==> src/rtl/freq_range_ctrl.sv <==
// freq_range_ctrl
//   Measurement scheduler and auto-ranging controller for the frequency meter.
//   Runs a repeating CLEAR -> GATE -> LATCH cycle, counts rising edges of the
//   synchronised test signal while the gate is open, and publishes a 0..CNT_MAX
//   result together with the range flag. In auto mode the range moves up on
//   overflow in the low range and down on a tiny count in the high range.
//
// Ports
//   sysclk        in   system clock, rising edge
//   rst           in   synchronous active-high reset
//   sigin         in   signal under test (asynchronous)
//   automode      in   1 = auto-ranging, 0 = manual
//   modecontrol   in   manual range select (1 = high/kHz, 0 = low/Hz)
//   hold          in   (FREQ_HOLD_EN only) freeze published result when 1
//   highfreq      out  current range (1 = high/kHz)
//   result[13:0]  out  last accepted measurement
//   result_valid  out  one-cycle pulse when result/overflow update
//   overflow      out  last accepted measurement saturated
//   gate          out  high while the gate window is open
//
// Optional feature: define FREQ_HOLD_EN to add the hold input.
module freq_range_ctrl #(
    parameter int unsigned GATE_LO_CYC = 100_000_000,
    parameter int unsigned GATE_HI_CYC = 100_000,
    parameter int unsigned CNT_MAX     = 9999,
    parameter int unsigned DOWN_THR    = 10
) (
    input  logic        sysclk,
    input  logic        rst,
    input  logic        sigin,
    input  logic        automode,
    input  logic        modecontrol,
`ifdef FREQ_HOLD_EN
    input  logic        hold,
`endif
    output logic        highfreq,
    output logic [13:0] result,
    output logic        result_valid,
    output logic        overflow,
    output logic        gate
);

    localparam int unsigned GateMax = (GATE_LO_CYC > GATE_HI_CYC) ? GATE_LO_CYC : GATE_HI_CYC;
    localparam int unsigned TimerW  = $clog2(GateMax);

    localparam logic [TimerW-1:0] LoLoad  = TimerW'(GATE_LO_CYC - 1);
    localparam logic [TimerW-1:0] HiLoad  = TimerW'(GATE_HI_CYC - 1);
    localparam logic [13:0]       CntMax  = 14'(CNT_MAX);
    localparam logic [13:0]       CntSat  = 14'(CNT_MAX + 1);
    localparam logic [13:0]       DownThr = 14'(DOWN_THR);

    typedef enum logic [1:0] {StClear, StGate, StLatch} state_e;

    state_e            state_q, state_d;
    logic [2:0]        sync_q, sync_d;
    logic [13:0]       cnt_q, cnt_d;
    logic [13:0]       result_q, result_d;
    logic [TimerW-1:0] timer_q, timer_d;
    logic              auto_q, auto_d;
    logic              highfreq_q, highfreq_d;
    logic              overflow_q, overflow_d;
    logic              valid_q, valid_d;

    logic edge_det, clear_hi, over, switch_up, switch_dn, hold_now;

`ifdef FREQ_HOLD_EN
    assign hold_now = hold;
`else
    assign hold_now = 1'b0;
`endif

    // sync_q[1] is the synchronised signal, sync_q[2] its previous value
    assign edge_det  = sync_q[1] & ~sync_q[2];
    // Range for the gate about to start: manual mode takes modecontrol now
    assign clear_hi  = automode ? highfreq_q : modecontrol;
    assign over      = (cnt_q > CntMax);
    // Auto range switches consume the measurement without publishing it
    assign switch_up = auto_q & ~highfreq_q & over;
    assign switch_dn = auto_q & highfreq_q & (cnt_q < DownThr);

    // State register
    always_ff @(posedge sysclk) begin
        if (rst) begin
            state_q <= StClear;
        end else begin
            state_q <= state_d;
        end
    end

    // Next-state logic
    always_comb begin
        state_d = state_q;
        unique case (state_q)
            StClear: state_d = StGate;
            StGate:  if (timer_q == '0) state_d = StLatch;
            StLatch: state_d = StClear;
            default: state_d = StClear;
        endcase
    end

    // Output logic
    always_comb begin
        gate = (state_q == StGate);
    end

    // Datapath next-state
    always_comb begin
        sync_d     = {sync_q[1:0], sigin};
        cnt_d      = cnt_q;
        timer_d    = timer_q;
        auto_d     = auto_q;
        highfreq_d = highfreq_q;
        result_d   = result_q;
        overflow_d = overflow_q;
        valid_d    = 1'b0;
        unique case (state_q)
            StClear: begin
                cnt_d      = '0;
                auto_d     = automode;
                highfreq_d = clear_hi;
                timer_d    = clear_hi ? HiLoad : LoLoad;
            end
            StGate: begin
                if (timer_q != '0) timer_d = timer_q - TimerW'(1);
                if (edge_det && (cnt_q != CntSat)) cnt_d = cnt_q + 14'd1;
            end
            StLatch: begin
                if (switch_up) begin
                    highfreq_d = 1'b1;
                end else if (switch_dn) begin
                    highfreq_d = 1'b0;
                end
                if (!switch_up && !switch_dn && !hold_now) begin
                    result_d   = over ? CntMax : cnt_q;
                    overflow_d = over;
                    valid_d    = 1'b1;
                end
            end
            default: ;
        endcase
    end

    always_ff @(posedge sysclk) begin
        if (rst) begin
            sync_q     <= '0;
            cnt_q      <= '0;
            timer_q    <= '0;
            auto_q     <= 1'b0;
            highfreq_q <= 1'b0;
            result_q   <= '0;
            overflow_q <= 1'b0;
            valid_q    <= 1'b0;
        end else begin
            sync_q     <= sync_d;
            cnt_q      <= cnt_d;
            timer_q    <= timer_d;
            auto_q     <= auto_d;
            highfreq_q <= highfreq_d;
            result_q   <= result_d;
            overflow_q <= overflow_d;
            valid_q    <= valid_d;
        end
    end

    assign highfreq     = highfreq_q;
    assign result       = result_q;
    assign result_valid = valid_q;
    assign overflow     = overflow_q;

endmodule

==> config.mk <==
export PLATFORM = sky130hd
export DESIGN_NAME = freq_range_ctrl
export DESIGN_NICKNAME = d
export VERILOG_FILES = /design/src/rtl/freq_range_ctrl.sv
export SDC_FILE = /design/constraint.sdc
export NUM_CORES = 1
export LEC_CHECK = 0
export ABC_AREA = 1
export BUFFER_PORTS_ARGS = -buffer_cell sky130_fd_sc_hd__buf_2
export CELL_PAD_IN_SITES_DETAIL_PLACEMENT = 1
export CELL_PAD_IN_SITES_GLOBAL_PLACEMENT = 2
export CORE_AREA = 2 2 99 110
export CTS_CLUSTER_DIAMETER = 150
export DETAILED_ROUTE_END_ITERATION = 16
export DIE_AREA = 0 0 101 112
export PLACE_DENSITY_LB_ADDON = 0.1
export SLEW_MARGIN = 20
export SYNTH_ARGS = -nofsm -noshare
export SYNTH_HDL_FRONTEND = slang
export SYNTH_SLANG_ARGS = --single-unit
==> constraint.sdc <==
create_clock -name sysclk -period 1.75 [get_ports sysclk]
set_input_delay 0.175 -clock sysclk [delete_from_list [all_inputs] [get_ports sysclk]]
set_output_delay 0.175 -clock sysclk [all_outputs]
set_load 0.01 [all_outputs]
---- Word level (Yosys, flattened, before mapping) ----
Index checks and enable logic that the tools add are counted.
word-level totals
  register bits ........................... 64
  word-level logic and storage cells ...... 55
  output and inout bits ................... 18
operators by class
  reduce and logical (&&, ||, !) cells .... 14
  muxes and demuxes ....................... 13
  $add $sub $neg .......................... 2
  equal/unequal tests ..................... 7
  bitwise gates (word level) .............. 8
  order comparisons ....................... 2
operators with widths
  cell                     count
  $mux W27                 2
  $pmux W27 S2             1
  $mux W14                 2
  $pmux W14 S2             1
  $logic_not A27 Y1        1
  $reduce_bool A27 Y1      1
  $sub A27 B1 Y27 const B  1
  $add A14 B1 Y14 const B  1
  $gt A14 B14 Y1 const B   1
  $lt A14 B4 Y1 const B    1
  $ne A14 B14 Y1 const B   1
  $reduce_and A2 Y1        4
  $ne A2 B1 Y1 const B     3
  $and A1 B1 Y1            5
  $mux W1                  4
  $pmux W2 S2              1
  $reduce_bool A2 Y1       2
  $ne A3 B3 Y1 const B     1
  $not A1 Y1               3
  $eq A2 B1 Y1 const B     1
  $eq A2 B2 Y1 const B     1
  $logic_and A1 B1 Y1      2
  $logic_not A1 Y1         2
  $logic_not A2 Y1         1
  other kinds (3)          3

---- Depth between registers and ports, before layout ----
  depth in word-level cells ............... 6
  mapped depth ............................ 11

---- Least setup slack after synthesis ----
Ideal clock, no wire load.
  kind .................................... register to register
  start ................................... register timer_q[0]
  end ..................................... register timer_q[13]
  clock period less this slack ............ 1.590 ns
  data required time ...................... 1.628 ns
  data arrival time ....................... 1.469 ns
  setup slack ............................. 0.160 ns
  stages on the path, launching flop included .. 11
  library setup time ...................... 0.122 ns
  path through ............................ dfxtp_1 > inv_1 > ha_1 > nand2_4 > nor2_8 > nand2_2 > o21ai_2 > nand2_1 > buf_2 > o21ai_1 > a21oi_1
between the ends
  word-level cells in the longest chain between the ends .. 3
RTL lines
  item                                                           line  source
  from (decl)                                                    58    logic [TimerW-1:0] timer_q, timer_d;
  from (signal assigned)                                         156   timer_q <= timer_d;
  $sub A27 B1 Y27 / $reduce_bool A27 Y1 (equally long branches)  124   if (timer_q != '0) timer_d = timer_q - TimerW'(1);
  $mux W27 / $ne A2 B1 Y1 (equally long branches)                --
  $pmux W27 S2 / $reduce_and A2 Y1 (equally long branches)       --
Parallel ways exist; a longest one is shown, timed or not. The select of a mux whose other input is x is not followed.
A chain may end at the register's enable or synchronous reset.

---- Worst setup path after layout ----
  start ................................... register timer_q[0]
  end ..................................... register timer_q[3]
Same word-level chain as after synthesis.

==> impl_metrics.yaml <==
outcome:
  status: "complete, no violations"
detailed_routing:
  drc: 0
  wire_per_inst_um: 15.54
  postRouteAntennaNets: 0
  drt_first_iter_violations: 54
  vias: 3521
  routed_wl_mm: 10.90
  firstDrtPassIters: 4
  vias_per_cell: 5.023
placement:
  place_hpwl_mm: 8.151
  dpl_cell_area_sq_mm: 0.003941
  place.gp.congestion: 0.7809
  pre_cts_slack_ns: 0.01097
  io_buffers: 22
  dp.cells: 680
worst_setup_path:
  crit_top_cell: "nor2_2"
  crit_arrival_ns: 1.87
  slowest_stage: "dfxtp_1"
  crit_family: "simple AND/OR/NAND/NOR gates"
  endpoint_kind: "flop"
  cp_num_buf_inv: 2
  required_ns: 1.96
  startpoint_type: "flop"
  crit_chain: "inv_1 > ha_4 > nand2_4 > nor2_8 > nand2_2 > nor2_2 > nor2_2 > nor2_4 > buf_4 > nor2_1 > o21ai_0 > nand2_1"
  critPathMaxStageDelay_ns: 0.29
  worst-path-max-fanout: 4
  worstSetupPathType: "flop to flop"
job:
  cap_violations: 0
yosys:
  ys_seq_area_share_pct: 37.66
  synth_cells: 508
  netlist-cell-type-count: 31
  ys_seq_elements: 64
  syn_area_sq_mm: 0.003402
  yosysWarnings: 0
  syn_avg_cell_area_sq_um: 6.697
  synth_nets: 516
cells_and_area:
  num-fill-cells: 1346
  final_cell_mix: "nand2_1, nor2_1, dfxtp_1"
  drive_gt1_share_pct: 24.05
  post-route-util_pct: 42.80
  syn2layout_area_growth_pct: 28.91
  final_cells: 701
  antenna_cells: 0
  layout_commonest_cell: "nand2_1"
  nNetsFinal: 582
  final_cell_area_sq_mm: 0.004385
min_path:
  hold_path.class: "input port to flop"
clocking:
  clock_path_buffers: 2
  cts_buffers: 9
  root_buffer: "clkbuf_16"
  cts_tree: "done"
  numClockSinks: 64
  clk_pin_slew_worst_paths_ns: 0.05
  htreeDepth: 3
  clkLatencyLatePin_ns: 0.32
  postCtsHoldBufs: 0
die:
  core_area_sq_mm: 0.01025
  die_height_um: 112
  ioPinCount: 23
  die-area_sq_mm: 0.01131
  dieWidth_um: 101
  rows: 39
  start_util_pct: 33.20
timing:
  tightest_slew_ns: 0.3811
  slew_viol_final: 0
  period_minus_slack_ns: 1.655
  setup_viol: 0
  maxSlewHeadroom_pct: 74.59
  final.setup.worst_slack_ns: 0.09482
  finalSetupTns_ns: 0
  finalHoldViolations: 0
  fmax_ghz: 0.6042
  hold_slack_ns: 0.05935
  period_share_pct: 94.58
  finClkSkew_ns: 0.004331
global_routing:
  busiest_layer: "met2"
  antenna_found_initial: 0
  use_met2_pct: 38.31
  grt_pass1_wl_mm: 17.95
  gr-usage-met3_pct: 3.390
  grtUsageMet1_pct: 22.74
  grt_overflow: 0
  grt_max_degree: 34
  grt_pass1_vias: 3636
  grt.total_usage_pct: 20.14
pwr:
  power.internal_mw: 3.013
  clock_power_share_pct: 37.6
  p_sw_mw: 1.422
  switching_share_pct: 32.06
  pwr-share-seq_pct: 37.7
  cellPowerDensity_mw_per_mm2: 1011
  ir_drop_v: 0.0004960
  report.power.total_mw: 4.435
  combPwrFrac_pct: 24.7
  p_leak_nw: 1.869
repair_timing:
action | 4_1_cts | 5_1_grt
resized for setup | 1 | 33
setup buffers | 0 | 6
setup endpoints to repair | 1 | 52
pin swaps | 0 | 3
worst reg2reg max path, cell delays in order (launching register included):
cell and delay (ns):
dfxtp_1 0.29, inv_1 0.13, ha_4 0.17, nand2_4 0.07, nor2_8 0.12, nand2_2 0.09
nor2_2 0.13, nor2_2 0.07, nor2_4 0.12, buf_4 0.15, nor2_1 0.05, o21ai_0 0.09
nand2_1 0.06
cells in the mapped netlist:
master | n | area share [%]
nor3_1 | 7 | 1.0
inv_1 | 32 | 3.5
o21ai_2 | 1 | 0.26
or2_2 | 1 | 0.18
buf_6 | 2 | 0.66
nand2_2 | 4 | 0.74
nor2_1 | 94 | 10
clkbuf_2 | 2 | 0.29
dfxtp_1 | 64 | 38
a21oi_1 | 46 | 6.8
a31o_2 | 1 | 0.26
inv_2 | 5 | 0.55
ha_1 | 3 | 1.1
nor2_2 | 5 | 0.92
o21ai_0 | 25 | 3.7
nand3b_1 | 1 | 0.22
xor2_1 | 9 | 2.3
nand2_1 | 106 | 12
buf_4 | 1 | 0.22
nor2_8 | 2 | 1.2
buf_2 | 5 | 0.74
o21ai_1 | 17 | 2.5
nand4_1 | 7 | 1.3
nand2_4 | 1 | 0.33
nor2_4 | 4 | 1.3
xnor2_1 | 10 | 2.6
nand3_1 | 40 | 5.9
and3_1 | 1 | 0.18
clkbuf_1 | 10 | 1.1
a22oi_1 | 1 | 0.22
o21bai_1 | 1 | 0.22
sequential cells by signal (all words and copies together) (netlist names):
signal        flops
highfreq          1
sync_q            3
state_q           2
result_valid      1
result           14
cnt_q            14
overflow          1
timer_q          27
auto_q            1
worst paths after layout:
check                          startpoint                 endpoint  slack (ns)  cells after the start
setup reg to reg  timer_q[0]$_SDFFE_PP0P_  timer_q[3]$_SDFFE_PP0P_        0.09                     12
hold / removal                      sigin     sync_q[0]$_SDFF_PP0_        0.06                      3
setup / recovery  timer_q[0]$_SDFFE_PP0P_  timer_q[3]$_SDFFE_PP0P_        0.09                     12
hold reg to reg      sync_q[0]$_SDFF_PP0_     sync_q[1]$_SDFF_PP0_        0.40                      2
cell type report:
type                       count  area (sq um)  share of cell area, %
sequential                    64          1284                  29.27
timing repair buffer          75         545.5                  12.44
tap                          123         153.9                  3.509
clock buffer                  12         256.5                  5.849
inverter                      37         138.9                  3.167
clock inverter                 3         17.52                 0.3994
multi-input combinational    387          1989                  45.36
layer usage:
metal	up-vias	wire, um
li1	1780	-
met3	14	175
met4	0	194
met1	1698	4726
met2	29	5800
met5	-	0
power groups by stage:
stage,clock [mW],combinational [mW],sequential [mW]
6_report,1.67,1.10,1.67
5_1_grt,1.77,1.23,1.69
4_1_cts,1.70,1.04,1.67
3_5_place_dp,0,1.03,1.70
3_3_place_gp,0,1.02,1.69
2_1_floorplan,0,0.642,1.69
cells by family after synthesis:
group / synth area share (%)
AOI/OAI and AO/OA: 13.90
DFF: 37.66
buffers and inverters: 7.098
xor gates and xnor gates: 4.892
and+or+nand+nor: 35.34
adders and majority gates: 1.103
Power figures use the tool's default switching activity.
